## src/rtl/vec_mem_sequencer.sv

```systemverilog
// Shares one single-port data RAM between a scalar port and a LANES-wide vector port,
// serialising vector accesses one lane per cycle. Define VEC_LANE_MASK_EN to add a per-lane skip mask.
module vec_mem_sequencer #(
  parameter int unsigned LANES   = 4,
  parameter int unsigned DW      = 32,
  parameter int unsigned AW      = 32,
  parameter int unsigned MEM_LAT = 1
) (
  input  logic             clk,
  input  logic             reset,
  input  logic             s_req,
  input  logic             s_we,
  input  logic [AW-1:0]    s_addr,
  input  logic [DW-1:0]    s_wdata,
  output logic [DW-1:0]    s_rdata,
  output logic             s_done,
  input  logic             v_req,
  input  logic             v_we,
  input  logic [AW-1:0]    v_addr  [0:LANES-1],
  input  logic [DW-1:0]    v_wdata [0:LANES-1],
`ifdef VEC_LANE_MASK_EN
  input  logic [LANES-1:0] v_mask,
`endif
  output logic [DW-1:0]    v_rdata [0:LANES-1],
  output logic             v_done,
  output logic             stall,
  output logic             mem_en,
  output logic             mem_we,
  output logic [AW-1:0]    mem_addr,
  output logic [DW-1:0]    mem_wdata,
  input  logic [DW-1:0]    mem_rdata
);

  localparam int unsigned LW = (LANES > 1) ? $clog2(LANES) : 1;

  typedef enum logic [2:0] {IDLE, SCALAR, VEC, WAIT, DONE} state_t;

  state_t             state, state_nx;
  logic               prio_vec, is_vec;
  logic               grant, grant_vec;
  logic [LANES-1:0]   grant_mask, mask_r;
  logic [LW-1:0]      lane_cnt, lane_nx, cur_lane;
  logic               any_lane, more_lanes, early_pend, issue_rd;
  logic [MEM_LAT-1:0] pend;
  logic [LW-1:0]      pend_lane [0:MEM_LAT-1];

  always_comb begin
`ifdef VEC_LANE_MASK_EN
    grant_mask = v_mask;
`else
    grant_mask = '1;
`endif
  end

  // current lane = first enabled lane at or after lane_cnt; more_lanes = another one follows it
  always_comb begin
    cur_lane   = lane_cnt;
    any_lane   = 1'b0;
    more_lanes = 1'b0;
    for (int unsigned i = 0; i < LANES; i++) begin
      if (i >= 32'(lane_cnt) && mask_r[i]) begin
        if (!any_lane) begin
          cur_lane = LW'(i);
          any_lane = 1'b1;
        end else begin
          more_lanes = 1'b1;
        end
      end
    end
  end

  always_comb begin
    early_pend = 1'b0;
    for (int unsigned i = 0; i + 1 < MEM_LAT; i++) begin
      early_pend = early_pend | pend[i];
    end
  end

  always_comb begin
    state_nx  = state;
    lane_nx   = lane_cnt;
    grant     = 1'b0;
    grant_vec = 1'b0;
    mem_en    = 1'b0;
    mem_we    = 1'b0;
    mem_addr  = '0;
    mem_wdata = '0;
    s_done    = 1'b0;
    v_done    = 1'b0;
    case (state)
      IDLE: begin
        if (s_req || v_req) begin
          grant     = 1'b1;
          grant_vec = v_req && (!s_req || prio_vec);
          state_nx  = grant_vec ? VEC : SCALAR;
          lane_nx   = '0;
        end
      end
      SCALAR: begin
        mem_en    = 1'b1;
        mem_we    = s_we;
        mem_addr  = s_addr;
        mem_wdata = s_wdata;
        state_nx  = s_we ? DONE : WAIT;
      end
      VEC: begin
        if (any_lane) begin
          mem_en    = 1'b1;
          mem_we    = v_we;
          mem_addr  = v_addr[cur_lane];
          mem_wdata = v_wdata[cur_lane];
          lane_nx   = cur_lane + LW'(1);
          if (!more_lanes) state_nx = v_we ? DONE : WAIT;
        end else begin
          state_nx = DONE;
        end
      end
      WAIT: begin
        if (!early_pend) state_nx = DONE;
      end
      DONE: begin
        s_done   = !is_vec;
        v_done   = is_vec;
        state_nx = IDLE;
      end
      default: state_nx = IDLE;
    endcase
    // reset also blocks the access of the current cycle, so an interrupted write stops cleanly
    if (reset) begin
      mem_en    = 1'b0;
      mem_we    = 1'b0;
      mem_addr  = '0;
      mem_wdata = '0;
      s_done    = 1'b0;
      v_done    = 1'b0;
    end
    issue_rd = mem_en && !mem_we;
    stall    = (s_req || v_req) && !(s_done || v_done);
  end

  always_ff @(posedge clk) begin
    if (reset) begin
      state    <= IDLE;
      prio_vec <= 1'b0;
      is_vec   <= 1'b0;
      lane_cnt <= '0;
      mask_r   <= '0;
      pend     <= '0;
      s_rdata  <= '0;
      for (int unsigned i = 0; i < MEM_LAT; i++) pend_lane[i] <= '0;
      for (int unsigned i = 0; i < LANES; i++) v_rdata[i] <= '0;
    end else begin
      state    <= state_nx;
      lane_cnt <= lane_nx;
      if (grant) begin
        is_vec <= grant_vec;
        mask_r <= grant_mask;
        if (s_req && v_req) prio_vec <= !prio_vec;
        if (grant_vec && !v_we) begin
          for (int unsigned i = 0; i < LANES; i++) begin
            if (!grant_mask[i]) v_rdata[i] <= '0;
          end
        end
      end
      pend[0]      <= issue_rd;
      pend_lane[0] <= cur_lane;
      for (int unsigned i = 1; i < MEM_LAT; i++) begin
        pend[i]      <= pend[i-1];
        pend_lane[i] <= pend_lane[i-1];
      end
      if (pend[MEM_LAT-1]) begin
        if (is_vec) v_rdata[pend_lane[MEM_LAT-1]] <= mem_rdata;
        else        s_rdata <= mem_rdata;
      end
    end
  end

endmodule

```

## config.mk

```make
export PLATFORM = sky130hd
export DESIGN_NAME = vec_mem_sequencer
export DESIGN_NICKNAME = d
export VERILOG_FILES = /design/src/rtl/vec_mem_sequencer.sv
export SDC_FILE = /design/constraint.sdc
export NUM_CORES = 1
export LEC_CHECK = 0
export ABC_AREA = 1
export BUFFER_PORTS_ARGS = -buffer_cell sky130_fd_sc_hd__buf_2
export CORE_AREA = 2 2 230 232
export DETAILED_ROUTE_END_ITERATION = 12
export DIE_AREA = 0 0 232 234
export GPL_ROUTABILITY_DRIVEN = 1
export PLACE_DENSITY = 0.37
export SYNTH_ARGS = -nofsm -noshare
export SYNTH_HDL_FRONTEND = slang
export SYNTH_SLANG_ARGS = --single-unit
```

## constraint.sdc

```tcl
create_clock -name clk -period 3.67 [get_ports clk]
set_input_delay 0.5505 -clock clk [delete_from_list [all_inputs] [get_ports clk]]
set_output_delay 0.5505 -clock clk [all_outputs]
set_load 0.02 [all_outputs]
```

# --- Yosys cells after proc, flatten, opt, wreduce, memory -nomap -nowiden ---
# Memories as Yosys holds them, arrays and structs flattened.
# Index checks and enable logic that the tools add are counted.
word_totals:
  ff_bits: 169
  latchBits: 0
  ramBits: 2
  mem_bits_ro: 0
  input_bits: 358
  word_cells: 116
  n_memories: 1
op_classes:
  addsub: 1
  mul: 0
  div_mod_pow: 0
  n_lt_le_gt_ge: 6
  eq_ne: 7
  n_shift: 0
  mux: 64
  bitwise: 3
  reduce_logical: 23
mem_list:
  columns: ["memory", "words", "word_bits", "read_ports", "rd_ports_with_merged_regs", "wr", "line", "text"]
  rows:
  - ["pend_lane", 1, 2, 1, 0, 1, "45", "logic [LW-1:0] pend_lane [0:MEM_LAT-1];"]
op_table:
  columns: ["op", "count"]
  rows:
  - ["$mux W128", 3]
  - ["$mux W32", 9]
  - ["$bmux W32 S2", 2]
  - ["$bwmux W128", 1]
  - ["$pmux W32 S2", 2]
  - ["$demux W32 S2", 1]
  - ["$mux W1", 26]
  - ["$mux W2", 11]
  - ["$mux W3", 5]
  - ["$pmux W3 S4", 1]
  - ["$logic_and A1 B1 Y1", 8]
  - ["$eq A3 B2 Y1 const B", 2]
  - ["$ge A3 B3 Y1 const B", 2]
  - ["$not A2 Y3", 2]
  - ["$reduce_and A2 Y1", 3]
  - ["$logic_not A1 Y1", 5]
  - ["$ge A1 B2 Y1 const A", 2]
  - ["$ne A2 B2 Y1 const B", 2]
  - ["$pmux W1 S2", 2]
  - ["$pmux W2 S2", 1]
  - ["$eq A3 B1 Y1 const B", 1]
  - ["$eq A3 B3 Y1 const B", 1]
  - ["$logic_not A3 Y1", 1]
  - ["$logic_or A1 B1 Y1", 3]
  - ["other kinds (8)", 8]

# --- Logic depth before layout (Yosys ltp) ---
# Gate-level depths: netlist of run 1.
logic_depth:
  depth_word: 16
  depth_mapped: 9

# --- Worst setup path after synthesis of run 1 ---
# OpenSTA, ideal clock, no wires.
synth_timing:
  kind: "reg2out"
  start: "reg lane_cnt[0]"
  end: "out mem_addr[23]"
  t_arrival_ns: 1.389
  required_time_ns: 3.119
  setup_slack_ns: 1.731
  path_stages_with_launch: 9
  cell_sequence: "dfxtp_1 buf_2 inv_2 buf_4 clkbuf_1 o21ai_0 nand2_1 nand2_1 a21oi_1"
synth_via:
  elab_chain_cells: 16
  elab_cells_between_ends: 24
  cone_classes: "order compare: 3; mux: 17; bitwise: 1; reduce/logical: 3"
synth_lines:
  columns: ["item", "line", "text"]
  rows:
  - ["start, declared", "42", "logic [LW-1:0] lane_cnt, lane_nx, cur_lane;"]
  - ["start signal, assigned", "154", "lane_cnt <= lane_nx;"]
  - ["$ge A1 B2 Y1", "61", "if (i >= 32'(lane_cnt) && mask_r[i]) begin"]
  - ["$logic_and A1 B1 Y1", "61", null]
  - ["$mux W2 or $mux W1 (tied branches)", "61", null]
  - ["$mux W2", "62", "if (!any_lane) begin"]
  - ["$mux W2", "61", null]
  - ["$mux W2", "62", null]
  - ["$mux W2", "61", null]
  - ["$mux W2", "62", null]
  - ["$mux W2", "61", null]
  - ["$not A2 Y3 (implied by the code)", "110", "mem_addr = v_addr[cur_lane];"]
  - ["$bmux W32 S2", "110", null]
  - ["$mux W32 (implied by the code) (2 in series)", "110", null]
  - ["$mux W32 *", "107", "if (any_lane) begin"]
  - ["$pmux W32 S2 *", "90", "case (state)"]
  - ["$mux W32 *", "129", "if (reset) begin"]
  - ["end, declared", "29", "output logic [AW-1:0] mem_addr,"]
# Every way passes the cells marked *; elsewhere a longest branch is shown, timed or not. The select of a mux whose other input is x is not followed.

# --- Worst setup path in the final report of run 1 ---
layout_timing:
  start: "reg state[1]"
  end: "out mem_addr[13]"
layout_via:
  elab_chain_cells: 3
  elab_cells_between_ends: 4
  cone_classes: "eq/ne: 2; mux: 2"
layout_lines:
  columns: ["item", "line", "text"]
  rows:
  - ["start, declared", "38", "state_t state, state_nx;"]
  - ["start signal, assigned", "153", "state <= state_nx;"]
  - ["$eq A3 B2 Y1 or $eq A3 B1 Y1 (tied branches)", "90", null]
  - ["$pmux W32 S2 *", "90", null]
  - ["$mux W32 *", "129", null]
# Every way passes the cells marked *; elsewhere a longest branch is shown, timed or not.

==> results of run 1 <==
-- final cells by class --
| cell class | count | area share |
|---|---|---|
| Antenna cell | 14 | 0.00266 |
| Tap cell | 688 | 0.0654 |
| Clock buffer | 19 | 0.0344 |
| Clock inverter | 13 | 0.0117 |
| Timing Repair Buffer | 609 | 0.240 |
| Inverter | 26 | 0.00761 |
| Multi-Input combinational cell | 1180 | 0.378 |
| Sequential cell | 171 | 0.261 |
-- stage by stage --
| stage | total power, mW | setup WS [ns] |
|---|---|---|
| 5_1_grt | 5.51 | 0.291 |
| 4_1_cts | 5.30 | 0.462 |
| 2_1_floorplan | 2.77 | 1.73 |
| 3_3_place_gp | 3.38 | 0.954 |
| 3_5_place_dp | 3.38 | 0.968 |
| 6_report | 5.22 | 0.425 |
-- power groups by stage --
stage / clock, mW / combinational, mW / sequential, mW
after floorplan: 0 / 0.666 / 2.10
after global placement: 0 / 1.35 / 2.03
after detailed placement: 0 / 1.35 / 2.03
after CTS: 1.96 / 1.36 / 1.99
after global routing: 2.03 / 1.48 / 2.00
final: 1.89 / 1.34 / 1.99
-- worst min-delay path: stages --
cell,delay (ns)
buf_2,0.12
nor2_1,0.05
nor2_1,0.08
-- flip-flops by register name (all words and copies together), names as in the netlist --
| name | cells |
|---|---|
| is_vec | 1 |
| lane_cnt | 2 |
| mask_r | 1 |
| pend | 1 |
| pend_lane | 2 |
| prio_vec | 1 |
| s_rdata | 32 |
| state | 3 |
| v_rdata | 128 |
-- synthesized netlist by cell type, types with 3 or more instances --
library cell  count
a21oi_1          72
dfxtp_1         171
o21ai_1          21
buf_2            46
clkbuf_1         53
o21ai_0         270
nand3_1           6
inv_2             8
inv_1            18
buf_1            11
nor2_1          589
buf_4             3
nor3_4            4
nand2_1         211
-- per-layer routing --
layer / vias up / GRT usage / wire, um
met3: 82 / 0.0501 / 3840
li1: 5802 / - / -
met2: 477 / 0.309 / 24800
met4: 8 / 0.0931 / 2470
met5: - / 0 / 52
met1: 5363 / 0.212 / 20800
-- final timing paths --
| kind | slack, ns | end | cells after the start | startpoint |
|---|---|---|---|---|
| setup / recovery | 0.43 | mem_addr[13] | 7 | state[1]$_SDFFE_PP0P_ |
| hold / removal | 0.40 | v_rdata[63]$_SDFFE_PP0P_ | 3 | mem_rdata[31] |
| setup reg to reg | 1.62 | v_rdata[13]$_SDFFE_PP0P_ | 6 | is_vec$_SDFFE_PP0P_ |
| hold reg to reg | 0.48 | s_rdata[23]$_SDFFE_PP0P_ | 2 | s_rdata[23]$_SDFFE_PP0P_ |
-- cells by family (layout without fill, tap and decap cells) --
kind of cell,after synthesis,count (layout)
other,0,14
buffers and inverters,139,667
AOI/OAI and AO/OA,365,365
DFF,171,171
and+or+nand+nor,815,815
==> metrics, run 1 <==
first drt pass iteration count 5; TritonCTS Buffers 17; Slew @ Worst Pin 0.879 ns; Power Density 397 mW/mm^2; Via Count 11.7k; final non-filler cell total 2,720; CTS Hold Buffers Added 0; Synth Area in Adders 0; Post-Syn Area per Cell 6.03 sq um; initial antenna violation count 19; Worst path top cell family by delay buffers and inverters; mux share of post-synthesis cell area 0; startpoint types flip-flop; max cap viols 0; residual overflow from global routing 0; total wire length 51,900 um; # H-tree levels 4; final instance area 0.0132 sq mm; first-pass GRT wire length 73,900 um; fraction of registers with async set/reset 0; CP cell instances inv_1, nand3_1, inv_2, buf_4, nand2_1, a21oi_1, buf_2; Worst-Skew Late Latency 0.45 ns; Req. time, crit path 3.12 ns; final period utilization 0.884; TritonCTS clock tree yes; layout cells sized above 1 0.328; most frequent cells in the layout 589 x nor2_1, 586 x buf_2, 270 x o21ai_0; Nets 2,363; largest cells by area after synthesis dfxtp_1 38%, nor2_1 25%, o21ai_0 15%; largest net degree at the start of global routing 164; Yosys cell types 21; Crit Path Category reg2out; Slew headroom 0.413; HP Class in2reg; Internal 3.45 mW; input/output buffers 586; post-placement cell area 0.0125 sq mm; number of flops mapped to enable cells by yosys 0; cell count after synthesis 1,490; Die Width 232 um; cell area after synthesis 0.00898 sq mm; dpl cells 2,674; Synth Area in XOR/XNOR 0; placeable core area 0.0520 sq mm; crit path max fanout 34; CP max stage delay 0.61 ns; Filler cells 6,035; clk slew on worst S/H paths 0.07 ns; status complete, no violations; Starting Density 0.173; Sw Ratio 0.339; vias in the first global route 11.3k; synthesized flop and latch total 171; most common cell after layout, fill and taps aside nor2_1; peak supply drop 275 uV; DRC Markers 0; Final TNS setup 0 ns; Yosys top cell area share 0.381; sequential power share 0.380; clock sinks 171; Synth Flop Type dfxtp_1; Die Y 234 um; Die ar. 0.0543 sq mm; Ys Warns 0; largest family of logic cells by synthesized area simple AND/OR/NAND/NOR gates; RePlAce Congestion 0.959; Ports 587; worst path bufs/invs 4; Net Count, Synth 1,848; Comb power frac 0.257; Final Util 0.253; Pleak 6.76 nW; sequential area share after synthesis 0.381; final setup fails 0; DP HPWL 39,600 um; Worst Setup End Kind output pin; area of the multi-input gates 0.00497 sq mm; Peak Freq 0.308 GHz; vias per cell 4.31; routed len/inst 19.1 um; Sequential Area 0.00343 sq mm; antenna-violating nets left 0; Crit-path slowest cell inv_2; area delta synth->final 46.5%; std cell rows 84; largest area contributor in the netlist dfxtp_1; simple-gate share of the synthesized area 0.349; CP arrival 2.69 ns; RSZ-0062 raised after global routing false; GRT Total Usage 0.183; Bufs on Longest Clock Path 2; Clk pwr share 0.363; Clock Skews 0.0152 ns; setup repair bufs after CTS 0; Root Buffer clkbuf_16; post-CTS sizing 0; final count of pins violating max slew 0; minimum clock period 3.24 ns; Compound-Gate Fraction of Synth Area 0.204; Fin. Hold Viols 0; DRT iter0 DRCs 709; P_sw 1.77 mW; Fin Hold WS 0.398 ns
(Power assumes the default switching activity.)
==> run 2: changes to the inputs <==
--- a/config.mk
+++ b/config.mk
@@ -8,6 +8,7 @@
 export ABC_AREA = 1
 export BUFFER_PORTS_ARGS = -buffer_cell sky130_fd_sc_hd__buf_2
 export CORE_AREA = 2 2 230 232
+export CTS_BUF_LIST = sky130_fd_sc_hd__clkbuf_8 sky130_fd_sc_hd__clkbuf_16
 export DETAILED_ROUTE_END_ITERATION = 12
 export DIE_AREA = 0 0 232 234
 export GPL_ROUTABILITY_DRIVEN = 1
==> constraint.sdc (replaced) <==
create_clock -name clk -period 3.67 [get_ports clk]
set_input_delay 0.5505 -clock clk [delete_from_list [all_inputs] [get_ports clk]]
set_output_delay 0.5505 -clock clk [all_outputs]
set_load 0.1 [all_outputs]
==> metrics, run 2 (synthesis gave the netlist of run 1 again) <==
status complete, no violations; largest net degree at the start of global routing 164 (unchanged); Worst Setup End Kind output pin; peak supply drop 204 uV (-26%); worst path bufs/invs 4 (unchanged); Regs by FF count v_rdata: 128 flops, s_rdata: 32 flops, state: 3 flops; Die Width 232 um (unchanged); DP HPWL 39,600 um (about the same); clk slew on worst S/H paths 0.07 ns (about the same); startpoint types flip-flop; Via Count 11.7k (-0.43%); CTS Hold Buffers Added 0 (unchanged); final setup fails 0 (unchanged); Pleak 6.84 nW (+1.2%); CP cell instances inv_1, nand3_1, inv_2, buf_4, nand2_1, a21oi_1, buf_2; Clock Skews 0.0117 ns (-0.00351 ns); Root Buffer clkbuf_16; first-pass GRT wire length 74,500 um (+0.79%); routed len/inst 19.2 um (+0.70%); Crit Path Category reg2out; final period utilization 0.879 (-0.00528); CP max stage delay 0.58 ns (-0.03 ns); setup repair bufs after CTS 0 (unchanged); Ports 587 (unchanged); placeable core area 0.0520 sq mm (unchanged); RSZ-0062 raised after global routing false; std cell rows 84 (unchanged); Final TNS setup 0 ns (unchanged); Req. time, crit path 3.12 ns (about the same); setup ws final 0.445 ns (+0.0194 ns); max cap viols 0 (unchanged); Power Density 455 mW/mm^2 (+15%); Slew @ Worst Pin 0.840 ns (-0.0389 ns); Die ar. 0.0543 sq mm (unchanged); DRC Markers 0 (unchanged); residual overflow from global routing 0 (unchanged); CP arrival 2.67 ns (-0.02 ns); antenna-violating nets left 0 (unchanged); Starting Density 0.173 (unchanged); post-CTS sizing 0 (unchanged); Filler cells 6,033 (-0.033%); Nets 2,375 (+0.51%); Peak Freq 0.310 GHz (+0.60%); # H-tree levels 4 (unchanged); layout cells sized above 1 0.331 (+0.00348); Fin. Hold Viols 0 (unchanged); vias in the first global route 11.3k (-0.53%); initial antenna violation count 13 (-6); Worst-Skew Late Latency 0.44 ns (about the same); total wire length 52,400 um (+0.89%); Slew headroom 0.439 (+0.0260); DRT iter0 DRCs 617 (-13%); crit path max fanout 28 (-18%); area delta synth->final 47.8%; first drt pass iteration count 5 (unchanged); max reg flops 128 (unchanged); TritonCTS Buffers 17 (unchanged); RePlAce Congestion 0.954 (-0.59%); most frequent cells in the layout 589 x nor2_1, 586 x buf_2, 270 x o21ai_0; GRT Total Usage 0.184 (+0.00157); input/output buffers 586 (unchanged); dpl ws 0.865 ns (-0.103 ns); Die Y 234 um (unchanged); clock sinks 171 (unchanged); Worst path top cell family by delay buffers and inverters; Biggest register v_rdata; vias per cell 4.29 (-0.61%); Bufs on Longest Clock Path 2 (unchanged); Crit-path slowest cell inv_2; TritonCTS clock tree yes; HP Class in2reg; final count of pins violating max slew 0 (unchanged); minimum clock period 3.23 ns (-0.0194 ns); most common cell after layout, fill and taps aside nor2_1
==> run 2: cell types whose count changed in the layout (fill, tap and decap cells not counted) <==
cell | previous run | this run
buf_4 | 19 | 26
diode_2 | 14 | 7
buf_12 | 4 | 9
clkinv_4 | 1 | 3
inv_8 | 2 | 0
clkinv_2 | 3 | 4
clkinvlp_4 | 3 | 2
inv_1 | 15 | 16
inv_6 | 4 | 3
==> run 2: report_power, final <==
group | switching, mW | total (mW) | internal, mW
combinational | 1.72 | 2.22 | 0.495
sequential | 0.0429 | 1.98 | 1.94
clock | 0.796 | 1.84 | 1.04
total | 2.56 | 6.04 | 3.48
==> run 2: layer usage <==
metal	global-route usage	wire, um
met3	0.0490	3630
met4	0.0647	1650
met5	0	83
met2	0.328	26000
met1	0.213	21000
==> run 2: path summary, 6_finish.rpt <==
path	from	to	slack, ns	cells past startpoint
hold reg to reg	s_rdata[3]$_SDFFE_PP0P_	s_rdata[3]$_SDFFE_PP0P_	0.47	2
hold / removal	mem_rdata[31]	v_rdata[127]$_SDFFE_PP0P_	0.39	3
setup reg to reg	pend_lane[0][0]$_SDFF_PP0_	v_rdata[13]$_SDFFE_PP0P_	1.63	6
setup / recovery	state[2]$_SDFFE_PP0P_	mem_wdata[8]	0.44	7
==> run 2: area by class of cell <==
cell class,instances,area (sq um),share of cell area
multi-input combinational,1180,4970,0.374
sequential,171,3430,0.258
timing repair buffer,621,3310,0.249
tap,688,861,0.0648
clock buffer,19,453,0.0341
clock inverter,13,141,0.0106
inverter,26,100,0.00754
antenna,7,17.5,0.00132
==> run 2: per-stage QoR <==
step | total power [mW] | instances | util | hold slack (ns) | cell area, sq um
2_1_floorplan | 3.59 | 1490 | - | 0.445 | 8980
3_3_place_gp | 4.26 | 2686 | 0.243 | 0.457 | 12700
3_5_place_dp | 4.26 | 2686 | 0.243 | 0.466 | 12700
4_1_cts | 6.13 | 2718 | 0.255 | 0.371 | 13300
5_1_grt | 6.33 | 2725 | 0.255 | 0.406 | 13300
6_report | 6.04 | 2725 | 0.255 | 0.395 | 13300
==> run 2: worst reg2reg max path: stages, from the launching register on <==
cell	delay, ns
dfxtp_1	0.46
inv_2	0.10
nor3_4	0.17
buf_4	0.45
inv_2	0.48
nor2_1	0.21
nor2_1	0.06
==> run 3: changes to the inputs <==
==> config.mk (replaced) <==
export PLATFORM = sky130hd
export DESIGN_NAME = vec_mem_sequencer
export DESIGN_NICKNAME = d
export VERILOG_FILES = /design/src/rtl/vec_mem_sequencer.sv
export SDC_FILE = /design/constraint.sdc
export NUM_CORES = 1
export LEC_CHECK = 0
export BUFFER_PORTS_ARGS = -buffer_cell sky130_fd_sc_hd__buf_2
export CORE_AREA = 2 2 227 229
export CTS_BUF_LIST = sky130_fd_sc_hd__clkbuf_8 sky130_fd_sc_hd__clkbuf_16
export DETAILED_ROUTE_END_ITERATION = 12
export DIE_AREA = 0 0 229 231
export GPL_ROUTABILITY_DRIVEN = 1
export PLACE_DENSITY = 0.36
export SYNTH_ARGS = -nofsm -noshare
export SYNTH_HDL_FRONTEND = slang
export SYNTH_SLANG_ARGS = --single-unit
==> metrics, run 3 <==
status complete, no violations; TritonCTS clock tree yes; Die ar. 0.0529 sq mm (-2.6%); Filler cells 5,712 (-5.3%); worst path bufs/invs 2 (-2); final non-filler cell total 2,166 (-21%); Regs by FF count v_rdata: 128 flops, s_rdata: 32 flops, state: 3 flops; clk slew on worst S/H paths 0.08 ns (about the same); first-pass GRT wire length 69,000 um (-7.3%); RSZ-0062 raised after global routing false; total wire length 49,200 um (-6.0%); CTS Hold Buffers Added 0 (unchanged); Bufs on Longest Clock Path 2 (unchanged); layout cells sized above 1 0.480 (+0.149); Final Util 0.251 (-0.00391); final period utilization 0.897 (+0.0181); Req. time, crit path 3.12 ns (about the same); DRC Markers 0 (unchanged); vias in the first global route 9,311 (-17%); clock sinks 171 (unchanged); crit path max fanout 49 (+75%); area delta synth->final 53.9%; Crit-path slowest cell dfxtp_1; startpoint types flip-flop; setup repair bufs after CTS 0 (unchanged); Final TNS setup 0 ns (unchanged); Peak Freq 0.304 GHz (-2.0%); HP Class in2reg; GRT Total Usage 0.180 (-0.00463); Clock Skews 0.0152 ns (+0.00353 ns); largest net degree at the start of global routing 170 (+3.7%); Power Density 443 mW/mm^2 (-2.7%); synthesized flop and latch total 171 (unchanged); Hold Crit Start mem_rdata[16]; CP cell instances nand3b_1, nor2_4, buf_12, a22o_1, buf_2; final count of pins violating max slew 0 (unchanged); std cell rows 83 (-1.2%); sequential area share after synthesis 0.414 (+0.0325); Root Buffer clkbuf_16; most common cell after layout, fill and taps aside buf_2; Ys Warns 0 (unchanged); largest cells by area after synthesis dfxtp_1 41%, mux4_2 17%, nand2_1 15%; first drt pass iteration count 5 (unchanged); Die Y 231 um (-1.3%); TritonCTS Buffers 17 (unchanged); most frequent cells in the layout 567 x buf_2, 323 x nand2_1, 169 x dfxtp_1; residual overflow from global routing 0 (unchanged); peak supply drop 318 uV (+56%); final setup fails 0 (unchanged); Pleak 5.47 nW (-20%); routed len/inst 22.7 um (+18%); initial antenna violation count 7 (-6); count leader, synth nand2_1; dpl cells 2,132 (-21%); Net Count, Synth 1,291 (-30%); Worst path top cell family by delay simple AND/OR/NAND/NOR gates; # H-tree levels 4 (unchanged); Post-Syn Area per Cell 8.87 sq um (+47%); placeable core area 0.0507 sq mm (-2.6%); Worst Setup End Kind output pin; most frequent cells after synthesis 323 x nand2_1, 171 x dfxtp_1, 165 x a21oi_1; fraction of registers with async set/reset 0 (unchanged); Yosys top cell area share 0.414 (+0.0325); input/output buffers 586 (unchanged); Fin. Hold Viols 0 (unchanged); max cap viols 0 (unchanged); Crit Path Category reg2out; Ports 587 (unchanged); number of flops mapped to enable cells by yosys 0 (unchanged); R2R Path Start is_vec$_SDFFE_PP0P_; DP HPWL 39,000 um (-1.5%); Via Count 9,299 (-20%); max reg flops 128 (unchanged); largest area contributor in the netlist dfxtp_1; Worst-Skew Late Latency 0.45 ns (about the same); Slew @ Worst Pin 1.08 ns (+0.244 ns); Starting Density 0.163 (-0.00934); CP arrival 2.74 ns (+0.07 ns); Die Width 229 um (-1.3%); DRT iter0 DRCs 460 (-25%); Yosys cell types 37 (+76%); CP max stage delay 0.61 ns (+0.03 ns); cell count after synthesis 933 (-37%); Nets 1,829 (-23%); cell area after synthesis 0.00828 sq mm (-7.9%); minimum clock period 3.29 ns (+0.0665 ns); RePlAce Congestion 0.903 (-5.3%); post-CTS sizing 0 (unchanged); Slew headroom 0.275 (-0.164); Synth Flop Type dfxtp_1; vias per cell 4.29 (+0.14%); antenna-violating nets left 0 (unchanged); Biggest register v_rdata; Crit. Startpoint state[1]$_SDFFE_PP0P_
run 3: changes by cell type in the layout (fill, tap and decap cells not counted), moves of 14 or more:
| cell | change |
|---|---|
| mux4_2 | +64 |
| a21oi_1 | +93 |
| a22o_1 | +64 |
| nand2_1 | +112 |
| buf_2 | -19 |
| nor2_1 | -576 |
| o21ai_1 | -21 |
| o21ai_0 | -268 |
| inv_1 | -14 |
run 3: final timing paths:
kind	to	slack [ns]	cells after the start
min	v_rdata[80]$_SDFFE_PP0P_	0.38	3
max	mem_addr[28]	0.38	5
max reg2reg	v_rdata[38]$_SDFFE_PP0P_	1.53	5
min reg2reg	v_rdata[81]$_SDFFE_PP0P_	0.45	2
run 3: cell families (layout without fill, tap and decap cells):
kind of cell    after synthesis  in the layout  share of synthesized area
compound gates              239            239                      0.177
xor+xnor                      1              1                    0.00106
buf+inv                      87            638                     0.0537
flops                       171            171                      0.414
mux                          65             65                      0.176
other cells                   0              2                          0
simple gates                370            370                      0.179
run 3: worst register-to-register path: cells and delay by family, from the launching register on:
family	cells	cell delay (ns)
and+or+nand+nor	3	1.01
buffers and inverters	1	0.36
DFF	1	0.54
AOI/OAI and AO/OA	1	0.06
run 3: area by class of cell:
| type | instances | area (sq um) | share of cell area |
|---|---|---|---|
| flip-flops and latches | 171 | 3430 | 0.269 |
| repair buffers | 603 | 3390 | 0.266 |
| clock inverters | 15 | 176 | 0.0139 |
| diodes | 2 | 5.00 | 0.000393 |
| multi-input cells | 675 | 4450 | 0.349 |
| clock buffers | 17 | 425 | 0.0334 |
| well taps | 680 | 851 | 0.0668 |
| inverters | 3 | 11.3 | 0.000884 |
run 3: where the power goes:
| group | internal, mW | switching (mW) |
|---|---|---|
| combinational | 0.476 | 1.28 |
| clock | 1.03 | 0.879 |
| sequential | 1.91 | 0.0644 |
run 3: through the flow:
step | hold slack [ns] | power, mW | setup WS [ns] | area, sq um
final | 0.380 | 5.64 | 0.378 | 12700
after global routing | 0.367 | 5.86 | 0.216 | 12700
after CTS | 0.350 | 5.73 | 0.353 | 12700
after detailed placement | 0.443 | 3.79 | 0.722 | 12100
after global placement | 0.440 | 3.79 | 0.763 | 12100
after floorplan | 0.501 | 3.20 | 0.575 | 8280
run 3: layer usage:
layer / routed length, um / global-route usage / share of wire
met1: 19800 / 0.213 / 0.40
met2: 25100 / 0.319 / 0.51
met3: 3480 / 0.0498 / 0.071
met4: 906 / 0.0453 / 0.018
met5: 7 / 0 / 0.00014
